--- config.mk ---
export PLATFORM = sky130hd
export DESIGN_NAME = mc_controller
export DESIGN_NICKNAME = d
export VERILOG_FILES = /design/src/rtl/mc_controller.sv
export SDC_FILE = /design/constraint.sdc
export NUM_CORES = 1
export LEC_CHECK = 0
export ABC_AREA = 0
export CAP_MARGIN = 20
export CORE_MARGIN = 3
export CORE_UTILIZATION = 46
export CTS_CLUSTER_SIZE = 14
export DETAILED_ROUTE_END_ITERATION = 7
export GPL_TIMING_DRIVEN = 0
export PLACE_DENSITY = 0.86
export SYNTH_ARGS = -nofsm -noshare
export SYNTH_HDL_FRONTEND = slang
export SYNTH_SLANG_ARGS = --single-unit
--- constraint.sdc ---
create_clock -name clk -period 4.2 [get_ports clk]
set_clock_uncertainty 0.15 [all_clocks]
set_input_delay 1.26 -clock clk [delete_from_list [all_inputs] [get_ports clk]]
set_output_delay 1.26 -clock clk [all_outputs]
set_load 0.03 [all_outputs]
--- src/rtl/mc_controller.sv ---
// Multicycle MIPS control FSM: sequences fetch/decode/execute/memory/writeback
// over a single shared memory port and drives datapath selects and strobes.
module mc_controller (
    input  logic       clk,
    input  logic       reset_n,
    input  logic [5:0] op,
    input  logic [5:0] funct,
    input  logic       zero,
    input  logic       mem_ready,
    output logic       pcen,
    output logic       iord,
    output logic       memread,
    output logic       memwrite,
    output logic       irwrite,
    output logic       regwrite,
    output logic       regdst,
    output logic       memtoreg,
    output logic       link,
    output logic       alusrca,
    output logic [1:0] alusrcb,
    output logic       signext,
    output logic       shiftl16,
    output logic [1:0] pcsrc,
    output logic [2:0] alucontrol,
    output logic       illegal,
    output logic [3:0] state
);
    typedef enum logic [3:0] {
        FETCH = 4'd0, DECODE = 4'd1, MEMADR = 4'd2, MEMRD = 4'd3,
        MEMWB = 4'd4, MEMWR = 4'd5, REX = 4'd6, RWB = 4'd7,
        BRANCH = 4'd8, IEX = 4'd9, IWB = 4'd10, JUMP = 4'd11,
        JAL = 4'd12, JR = 4'd13
    } state_t;

    localparam logic [2:0] ALU_ADD = 3'b010, ALU_SUB = 3'b110, ALU_AND = 3'b000,
                           ALU_OR = 3'b001, ALU_SLT = 3'b111;

    state_t state_q, state_d;
    logic   pcwrite, branch, nez;

    always_comb begin
        state_d    = state_q;
        pcwrite    = 1'b0;
        branch     = 1'b0;
        nez        = 1'b0;
        iord       = 1'b0;
        memread    = 1'b0;
        memwrite   = 1'b0;
        irwrite    = 1'b0;
        regwrite   = 1'b0;
        regdst     = 1'b0;
        memtoreg   = 1'b0;
        link       = 1'b0;
        alusrca    = 1'b0;
        alusrcb    = 2'b00;
        signext    = 1'b0;
        shiftl16   = 1'b0;
        pcsrc      = 2'b00;
        alucontrol = ALU_AND;
        illegal    = 1'b0;
        case (state_q)
            FETCH: begin
                memread    = 1'b1;
                alusrcb    = 2'b01;
                alucontrol = ALU_ADD;
                if (mem_ready) begin
                    irwrite = 1'b1;
                    pcwrite = 1'b1;
                    state_d = DECODE;
                end
            end
            DECODE: begin
                // ALUOut captures PC+4 + (imm<<2) so BRANCH can use it directly
                alusrcb    = 2'b11;
                alucontrol = ALU_ADD;
                signext    = 1'b1;
                case (op)
                    6'b100011, 6'b101011:                       state_d = MEMADR;
                    6'b000100, 6'b000101:                       state_d = BRANCH;
                    6'b001000, 6'b001001, 6'b001101, 6'b001111: state_d = IEX;
                    6'b000010:                                  state_d = JUMP;
                    6'b000011:                                  state_d = JAL;
                    6'b000000: begin
                        case (funct)
                            6'b001000: state_d = JR;
                            6'b100000, 6'b100001, 6'b100010, 6'b100011,
                            6'b100100, 6'b100101, 6'b101010: state_d = REX;
                            default: begin
                                illegal = 1'b1;
                                state_d = FETCH;
                            end
                        endcase
                    end
                    default: begin
                        illegal = 1'b1;
                        state_d = FETCH;
                    end
                endcase
            end
            MEMADR: begin
                alusrca    = 1'b1;
                alusrcb    = 2'b10;
                signext    = 1'b1;
                alucontrol = ALU_ADD;
                state_d    = (op == 6'b101011) ? MEMWR : MEMRD;
            end
            MEMRD: begin
                memread = 1'b1;
                iord    = 1'b1;
                if (mem_ready) state_d = MEMWB;
            end
            MEMWB: begin
                regwrite = 1'b1;
                memtoreg = 1'b1;
                state_d  = FETCH;
            end
            MEMWR: begin
                memwrite = 1'b1;
                iord     = 1'b1;
                if (mem_ready) state_d = FETCH;
            end
            REX: begin
                alusrca = 1'b1;
                case (funct)
                    6'b100010, 6'b100011: alucontrol = ALU_SUB;
                    6'b100100:            alucontrol = ALU_AND;
                    6'b100101:            alucontrol = ALU_OR;
                    6'b101010:            alucontrol = ALU_SLT;
                    default:              alucontrol = ALU_ADD;
                endcase
                state_d = RWB;
            end
            RWB: begin
                regwrite = 1'b1;
                regdst   = 1'b1;
                state_d  = FETCH;
            end
            BRANCH: begin
                alusrca    = 1'b1;
                alucontrol = ALU_SUB;
                pcsrc      = 2'b01;
                branch     = 1'b1;
                nez        = (op == 6'b000101);
                state_d    = FETCH;
            end
            IEX: begin
                alusrca = 1'b1;
                alusrcb = 2'b10;
                case (op)
                    6'b001101: alucontrol = ALU_OR;
                    6'b001111: begin
                        alucontrol = ALU_OR;
                        shiftl16   = 1'b1;
                    end
                    default: begin
                        alucontrol = ALU_ADD;
                        signext    = 1'b1;
                    end
                endcase
                state_d = IWB;
            end
            IWB: begin
                regwrite = 1'b1;
                state_d  = FETCH;
            end
            JUMP: begin
                pcsrc   = 2'b10;
                pcwrite = 1'b1;
                state_d = FETCH;
            end
            JAL: begin
                pcsrc    = 2'b10;
                pcwrite  = 1'b1;
                regwrite = 1'b1;
                link     = 1'b1;
                state_d  = FETCH;
            end
            JR: begin
                pcsrc   = 2'b11;
                pcwrite = 1'b1;
                state_d = FETCH;
            end
            default: state_d = FETCH;
        endcase
        pcen = pcwrite | (branch & (zero ^ nez));
        // State is already FETCH during reset; mask its strobes so nothing fires
        if (!reset_n) begin
            pcen     = 1'b0;
            irwrite  = 1'b0;
            regwrite = 1'b0;
            memwrite = 1'b0;
            memread  = 1'b0;
            illegal  = 1'b0;
        end
    end

    always_ff @(posedge clk or negedge reset_n) begin
        if (!reset_n) state_q <= FETCH;
        else          state_q <= state_d;
    end

    assign state = state_q;
endmodule
**Yosys cells after proc, flatten, opt, wreduce, memory -nomap -nowiden**

Cells that the tools add are included.

- Bits in registers: 4
- Input port bits: 16
- Output and inout bits: 24
- Word-level logic and storage cells: 96

- Equal/unequal tests: 34
- Mux-type cells: 38
- Bitwise operators: 3
- Reduce and logical (&&, ||, !) cells: 20

Operator list:

| operator | count |
|---|---|
| $eq A6 B6 Y1 const B | 9 |
| $eq A6 B4 Y1 const B | 5 |
| $pmux W4 S7 | 1 |
| $eq A4 B4 Y1 const B | 6 |
| $pmux W3 S4 | 2 |
| $pmux W4 S6 | 1 |
| $mux W1 | 23 |
| $reduce_or A2 Y1 | 9 |
| $eq A4 B3 Y1 const B | 4 |
| $eq A6 B2 Y1 const B | 2 |
| $eq A6 B3 Y1 const B | 2 |
| $mux W4 | 3 |
| $pmux W2 S3 | 2 |
| $reduce_or A4 Y1 | 3 |
| $reduce_or A10 Y1 | 1 |
| $eq A4 B2 Y1 const B | 2 |
| $pmux W4 S2 | 1 |
| $reduce_or A8 Y1 | 1 |
| $reduce_or A7 Y1 | 1 |
| $logic_not A6 Y1 | 1 |
| $ne A2 B2 Y1 const B | 3 |
| $pmux W1 S2 | 3 |
| $reduce_or A3 Y1 | 2 |
| $eq A4 B1 Y1 const B | 1 |
| 7 further kinds | 7 |

**Longest topological paths before layout**

Gate-level depths: netlist (run 1).

- Word-level depth: 6
- Mapped depth: 6
- Mapped depth without buffers: 5

**Worst setup path before layout (run 1)**

Ideal clock, no wire load.

- Path kind: in2out
- Start: input op[0]
- End: output illegal
- Data arrival time: 2,503 ps
- Required time: 2,790 ps
- Slack: 287 ps
- Stages: 5
- Path buffers: 1
- Cell sequence: buf_2 -> nor2_1 -> a41oi_1 -> o41ai_1 -> nor3_1

- Word-level cells in the longest chain between the ends: 5
- Elaborated cells between the ends (all ways): 15
- Classes of those cells: eq/ne: 10; mux: 3; reduce/logical: 2

RTL lines:

| what | line | text |
|---|---|---|
| start: declaration | 6 | `input logic [5:0] op,` |
| $eq A6 B6 Y1, or another cell as far along | 77 | `case (op)` |
| $reduce_or A10 Y1 (no source line) | -- |  |
| $pmux W1 S2 * | 77 |  |
| $mux W1 * | 61 | `case (state_q)` |
| $mux W1 * | 187 | `if (!reset_n) begin` |
| end: declaration | 25 | `output logic illegal,` |

Mark *: on every way between the ends. The rest lies on a longest branch, timed or not.

**Worst setup path after layout (run 1)**

- Start: input reset_n
- End: output memwrite

- Word-level cells in the longest chain between the ends: 1

RTL lines:

| what | line | text |
|---|---|---|
| start: declaration | 5 | `input logic reset_n,` |
| $mux W1 | 187 |  |
| end: declaration | 13 | `output logic memwrite,` |

No other way between the ends.

==> impl.org, run 1 <==
** Setup path
- Endpoint arrival time on the critical path :: between 2000 and 3000 ps
- Required time at the worst-slack endpoint :: 2790 ps
- Along the worst path, the maximum fanout reaches 6.
- WS Path Type :: in -> out
- Startpoint types :: input port
- Counting cells, the worst reg-to-reg path comes to 4.
- Critical path endpoint category :: output port

** STA
- The count of pins over their slew limit is 0.
- Final count of negative-setup-slack endpoints :: 0
- Setup repair after global routing left no endpoint under its margin.
- Worst slew margin relative to its limit :: 70.8%
- In the finished design, the share of the clock period the worst path needs comes to between 90% and 100%.
- Shortest period the worst path allows :: ~4000 ps
- The number of hold-slack violations in the final timing report is 0.
- Worst Tran Pin Value :: approximately 440 ps
- Fmax :: 0.243 GHz

** Floorplanning
- Initial cell density of the core :: approximately half
- Die Span X :: 50.9 um
- In this run the core area contains 15 standard-cell rows.
- Number of top-level pins :: 40
- From bottom edge to top edge, the die measures about 50 um.
- The floorplan step defined a die boundary enclosing approximately 2600 um2.
- Area of the core :: 1820 um2

** Logic synthesis
- Sequential-to-total area share from yosys stat :: between 10% and 20%
- The number of nets handed over by synthesis was ~170.
- Count of flip-flops with a built-in enable after synthesis :: 0
- The cell count after synthesis came out at between 150 and 200.
- The synthesized design contains 4 register bits.
- Mean instance size in the synthesized netlist :: roughly 6.1 um2
- The synthesized netlist contains 43 unique library cells.
- In the synthesized netlist the dominant register cell turns out to be dfrtp_1.
- Mapped cell area :: slightly above 900 um2
- The Yosys step of the flow raised 0 warnings.
- Counting flops with an async set or reset pin after synthesis yields a share of 100%.

** Placement
- DP Wirelength :: about 2600 um
- Placer congestion estimate :: 0.899
- Once placement finished, the instance area stood at approximately 1300 um2.
- In this run the tool buffered the top-level ports with 39 buffer cells.

** Drt
- The detail route stage leaves a number of antenna-violating nets equal to 0.
- After detailed routing, the number of vias per cell comes to between 6 and 7.
- Wires add up to between 3000 and 4000 um.
- The pre-antenna-repair detailed-routing pass consisted of 5 iterations.
- In the routed design, unresolved DRC markers number 0.
- Dividing the detail-routed wire length by the instance count gives around 17 um.
- Detailed routing inserted a total of 1424 vias.
- The detailed router finished its first iteration with 99 violations.

** Clock tree
- Num CTS Buffers :: 3
- Clock slew at the register clock pins of the worst setup and hold paths :: approximately 40 ps
- Clock Sink Count :: 4
- Maximum clock insertion buffer count :: 2
- CTS tree :: built
- CTS HTree Levels :: 1
- Clock latency on the worst-skew pair :: 230 ps
- Hold repair after CTS inserted 0 buffers.
- The tree is rooted in a clkbuf_4.

** Cells and area
- Number of nets in the layout :: 220
- Share of post-route cells with drive strength above 1 :: between 10% and 20%
- The register with the most flip-flops in the layout has 4 of them.
- Sequential cell area :: about 100 um2
- Fill count :: around 130
- The repair_antennas step left the layout with diodes totalling 0.
- Once layout is complete, the utilization of the core stands at roughly four fifths.
- In the final layout, the multi-input gates occupy around 790 um2.
- Final Cell Area :: around 1500 um2
- Layout-stage area growth over the synthesis result :: 59.9%

** Power and ir drop
- Overall Power :: 0.620 mW
- In this run the power density over the cells is between 400 and 500 nW/um2.
- Maximum VDD drop :: around 0.38 mV
- Leak pwr :: between 0.6 and 0.7 nW

** Global routing
- Gr ovfl total :: 0
- Entering global routing, the biggest net connects 11 pins.
- Number of global-route vias before repair :: around 1300
- The initial antenna violation count was 0.
- Total GRT Usage :: 28.0%
- Wire length of the first global-routing pass :: slightly below 6000 um

** Min path
- The worst hold path belongs to the class reg -> reg.
- Counting instances, the worst hold path has a depth of 2.

** Run status
- Result of the run :: complete, no violations

** Run
- Total of max-cap violations :: 0
-- repair_timing --
action                                  4_1_cts  5_1_grt
setup buffers                                 1        5
resized for setup                            49       19
gates cloned                                  0        1
pin swaps                                     1        2
endpoints found under the setup margin       11        7
-- cells by family after synthesis --
kind of cell,share of synthesized area (%)
multiplexers,1.08
XOR/XNOR,1.89
buffers and inverters,9.85
AND/OR/NAND/NOR,45.9
flip-flops,10.8
AO/OA/AOI/OAI,30.5
-- placed cells by master, fill, tap and decap left out, drive strengths merged, types with 2 or more instances in the layout --
cell type	synthesis	final
inv	8	8
nor3	11	11
nor2	27	27
nand4	2	2
dlymetal6s2s	0	4
or3	2	2
buf	10	20
and3	2	2
clkbuf	3	9
o22ai	4	4
clkdlybuf4s50	0	18
nand2b	7	7
dlygate4sd2	0	10
a21oi	10	10
nand3	2	2
nand2	9	9
nor2b	5	5
o21ai	13	13
nor4b	5	5
dfrtp	4	4
a32oi	2	2
nor3b	4	4
-- cell type report --
class	instances	area share (%)
multi-input combinational	128	53.5
timing repair buffer	46	27.8
sequential	4	6.75
buffer	13	6.24
tap	25	2.11
inverter	8	2.03
clock buffer	3	1.52
-- path summary, 6_finish.rpt --
kind | slack [ps] | endpoint | start
min in group asynchronous | 840 | state[2]$_DFFE_PN0P_ | reset_n
setup / recovery | 80 | memwrite | reset_n
max in group asynchronous | 2860 | state[1]$_DFFE_PN0P_ | reset_n
hold reg to reg | 630 | state[3]$_DFFE_PN0P_ | state[3]$_DFFE_PN0P_
hold / removal | 630 | state[3]$_DFFE_PN0P_ | state[3]$_DFFE_PN0P_
setup reg to reg | 2380 | state[2]$_DFFE_PN0P_ | state[1]$_DFFE_PN0P_
-- critical path, stage by stage --
cell,delay [ps]
dlygate4sd2_1,330
inv_1,130
nor3_1,250
clkdlybuf4s50_1,740
-- layer usage --
layer | part of all wire, % | track usage [%] | vias up
li1 | - | - | 660
met1 | 41 | 35.1 | 666
met2 | 49 | 48.9 | 84
met3 | 6.6 | 2.92 | 14
met4 | 2.7 | 10.8 | 0
met5 | 0 | 0 | -
-- power breakdown --
group          switching [mW]  internal [mW]  leakage (nW)
combinational           0.319          0.189         0.568
sequential             0.0159         0.0495        0.0539
clock                  0.0145         0.0319        0.0138
-- Yosys cell counts, types with 2 or more instances --
| cell | count | area [um2] |
|---|---|---|
| inv_1 | 8 | 30.0 |
| nor3_1 | 11 | 55.1 |
| o22ai_1 | 4 | 25.0 |
| a21oi_1 | 10 | 50.1 |
| nand4_1 | 2 | 12.5 |
| nand2_1 | 9 | 33.8 |
| nor2_1 | 27 | 101 |
| a32oi_1 | 2 | 17.5 |
| nor2b_1 | 5 | 31.3 |
| o21ai_0 | 12 | 60.1 |
| dfrtp_1 | 4 | 100 |
| nand2b_1 | 7 | 43.8 |
| nor3b_1 | 4 | 30.0 |
| clkbuf_1 | 3 | 11.3 |
| nand3_1 | 2 | 10.0 |
| buf_2 | 10 | 50.1 |
| or3_1 | 2 | 12.5 |
| and3_1 | 2 | 12.5 |
| nor4b_1 | 5 | 43.8 |
-- per-stage QoR --
step | hold WS (ps) | TNS, ps | instances | setup WS [ps]
2_1_floorplan | 647 | 0 | 153 | 287
3_3_place_gp | 591 | -4330 | 217 | -618
3_5_place_dp | 600 | -4530 | 217 | -660
4_1_cts | 608 | 0 | 221 | 0.403
5_1_grt | 660 | 0 | 227 | 11.2
6_report | 629 | 0 | 227 | 81.7
No activity file was read; power rests on OpenSTA's default activity.
==> run 2, diff against run 1 <==
MAX_ROUTING_LAYER = met4   (was default)
==> run 2 against run 1 <==
Against the previous run:
- sequential share of layout area unchanged
- wire length down 0.29%
- flip-flop and latch count unchanged
- non-clock buffer count unchanged
- highest routed layer unchanged
- critical endpoint unchanged
- cell count unchanged
- largest cell class unchanged
- combinational power about the same
- global-route usage up 0.74 points
- via count up 1.7%
- first-iteration DRC count down 15%
- die area unchanged
- critical path type unchanged
==> impl.org, run 2 (synthesis gave the netlist of run 1 again) <==
** STA
- The post-layout minimum cycle time is 4110 ps (was 4120 ps).
- Worst Hold Slack :: 638 ps (was 629 ps)
- Final count of negative-setup-slack endpoints :: 0 (unchanged)
- The max-slew headroom at the worst pin came to 70.7% (was 70.8%).
- Hold violation count in the final report :: 0 (unchanged)
- Setup repair after global routing missed its margin: false (unchanged).
- The achievable clock frequency was 0.243 GHz (about the same).
- Final number of max-transition violations :: 0 (unchanged)
- Worst Tran Pin Value :: 440 ps (was 438 ps)
- Part of the cycle the worst path needs :: 97.9% (was 98.1%)

** Power and ir drop
- Maximum VDD drop :: 0.378 mV (was 0.377 mV)
- The static power due to leakage was 0.636 nW (unchanged).
- The sum of internal, switching and leakage power came to 0.618 mW (was 0.620 mW).
- Power density cells :: 417 nW/um2 (was 418 nW/um2)

** Clock tree
- The sink count of the clock tree was 4 (unchanged).
- Clock latency on the worst-skew pair :: 230 ps (about the same)
- CTS HTree Levels :: 1 (unchanged)
- The clock transition time at the flip-flop clock pins of the worst setup and hold paths came to 40 ps (about the same).
- Num CTS Buffers :: 3 (unchanged)
- Post-CTS Hold Fix Bufs :: 0 (unchanged)
- Maximum clock insertion buffer count :: 2 (unchanged)
- Master cell of the clock root buffer :: clkbuf_4 (unchanged)
- CTS tree :: built (unchanged)

** Setup path
- The startpoint class of the critical path is an input port (unchanged).
- The class of the most critical setup path is in -> out (unchanged).
- Critical path endpoint category :: output port (unchanged)
- The delay of the slowest cell on the worst path is 740 ps (about the same).
- The cell with the biggest individual delay on the critical path is clkdlybuf4s50_1 (unchanged).
- Endpoint arrival time on the critical path :: 2700 ps (was 2710 ps)
- Chain of cells forming the critical path :: dlygate4sd2_1 -> inv_1 -> nor3_1 -> clkdlybuf4s50_1 (unchanged)
- CP Max Fanout :: 6 (unchanged)
- The endpoint required time on the critical path was 2790 ps (about the same).

** Global routing
- The global-route wire length before repair was 5780 um (unchanged).
- Gr ovfl total :: 0 (unchanged)
- The number of global-route vias before repair came to 1287 (unchanged).
- The largest net degree at the start of global routing came to 11 (unchanged).
- Total GRT Usage :: 28.7% (was 28.0%)
- Initial antenna violation count :: 0 (unchanged)

** Cells and area
- Antenna diode count :: 0 (unchanged)
- The number of flip-flops in the largest register came to 4 (unchanged).
- Share of post-route cells with drive strength above 1 :: 18.8% (unchanged)
- Most common cell after layout, fill and taps aside :: nor2_1 (unchanged)
- Most frequent cells in the layout: nor2_1, clkdlybuf4s50_1, o21ai_0, a21oi_1, dlygate4sd2_1 (unchanged).
- The fraction of the core area covered by cells at the end of the flow is 81.4% (unchanged).
- Final Instance Count excl. Fillers :: 227 (unchanged)
- Number of nets in the layout :: 220 (unchanged)
- Layout-stage area growth over the synthesis result :: 59.9% (unchanged)

** Min path
- The worst min-delay path class is reg -> reg (unchanged).

** Run status
- Result of the run: complete, no violations (unchanged).

** Floorplanning
- Area of the core :: 1820 um2 (unchanged)
- Die Span X :: 50.9 um (unchanged)
- The top-level port count came to 40 (unchanged).
- Total number of placement rows :: 15 (unchanged)
- Die Footprint :: 2590 um2 (unchanged)
- The effective utilization at floorplan came to 50.9% (unchanged).
- Die Y :: 50.9 um (unchanged)

** Placement
- Placed cell count :: 217 (unchanged)
- The HPWL after detailed placement was 2640 um (unchanged).
- Placer congestion estimate :: 0.915 (was 0.899)
- The number of input and output port buffers inserted came to 39 (unchanged).

** Drt
- Number of nets still failing antenna checks after routing :: 0 (unchanged)
- Vias :: 1448 (was 1424)
- The total iterations of the first detailed-routing run is 6 (was 5).
- The final routed DRC violation total was 0 (unchanged).
- Wirelength, routed :: 3800 um (was 3820 um)
- Via/cell ratio :: 6.38 (was 6.27)
- Detail-routed net length per standard cell :: 16.8 um (about the same)
- Initial drt markers :: 84 (was 99)

** Run
- Total of max-cap violations :: 0 (unchanged)
[run 2: metal layers]
layer | GRT usage (%) | vias up | wire length, um
met3 | 2.92 | 26 | 315
met5 | - | - | 0
met1 | 35.1 | 662 | 1540
li1 | - | 662 | -
met2 | 48.9 | 98 | 1800
met4 | 10.8 | 0 | 147
[run 2: area by class of cell]
class	instances	area, um2
Sequential cell	4	100
Buffer	13	92.6
Tap cell	25	31.3
Timing Repair Buffer	46	413
Clock buffer	3	22.5
Fill cell	133	338
Multi-Input combinational cell	128	793
Inverter	8	30.0
[run 2: critical path, delay by kind of cell]
family                 cells  cell delay (ps)
buffers and inverters      3             1190
and+or+nand+nor            1              250
[run 2: worst paths after layout]
check / start / endpoint / slack (ps) / depth (start not counted)
worst max-delay path: reset_n / memwrite / 90 / 4
worst min-delay path: state[3]$_DFFE_PN0P_ / state[3]$_DFFE_PN0P_ / 640 / 2
worst max register to register: state[1]$_DFFE_PN0P_ / state[2]$_DFFE_PN0P_ / 2420 / 4
worst min register to register: state[3]$_DFFE_PN0P_ / state[3]$_DFFE_PN0P_ / 640 / 2
max in group asynchronous: reset_n / state[1]$_DFFE_PN0P_ / 2860 / 1
min in group asynchronous: reset_n / state[2]$_DFFE_PN0P_ / 840 / 1
[run 2: power breakdown]
| part | leakage [nW] | internal [mW] | total (mW) | switching [mW] |
|---|---|---|---|---|
| logic | 0.568 | 0.189 | 0.507 | 0.318 |
| registers | 0.0539 | 0.0495 | 0.0653 | 0.0158 |
| clock network | 0.0138 | 0.0319 | 0.0462 | 0.0143 |
[run 2: what timing repair did]
item                       CTS  global route
buffers inserted             1             5
resized for setup           49            19
pin swaps                    1             2
setup endpoints to repair   11             7
gates cloned                 0             1
[run 2: metrics by stage]
step | setup TNS (ps) | setup WS (ps) | cell area [um2]
3_5_place_dp | -4530 | -660 | 1350
2_1_floorplan | 0 | 287 | 927
5_1_grt | 0 | 11.2 | 1480
6_report | 0 | 88.0 | 1480
3_3_place_gp | -4330 | -618 | 1350
4_1_cts | 0 | 0.403 | 1410
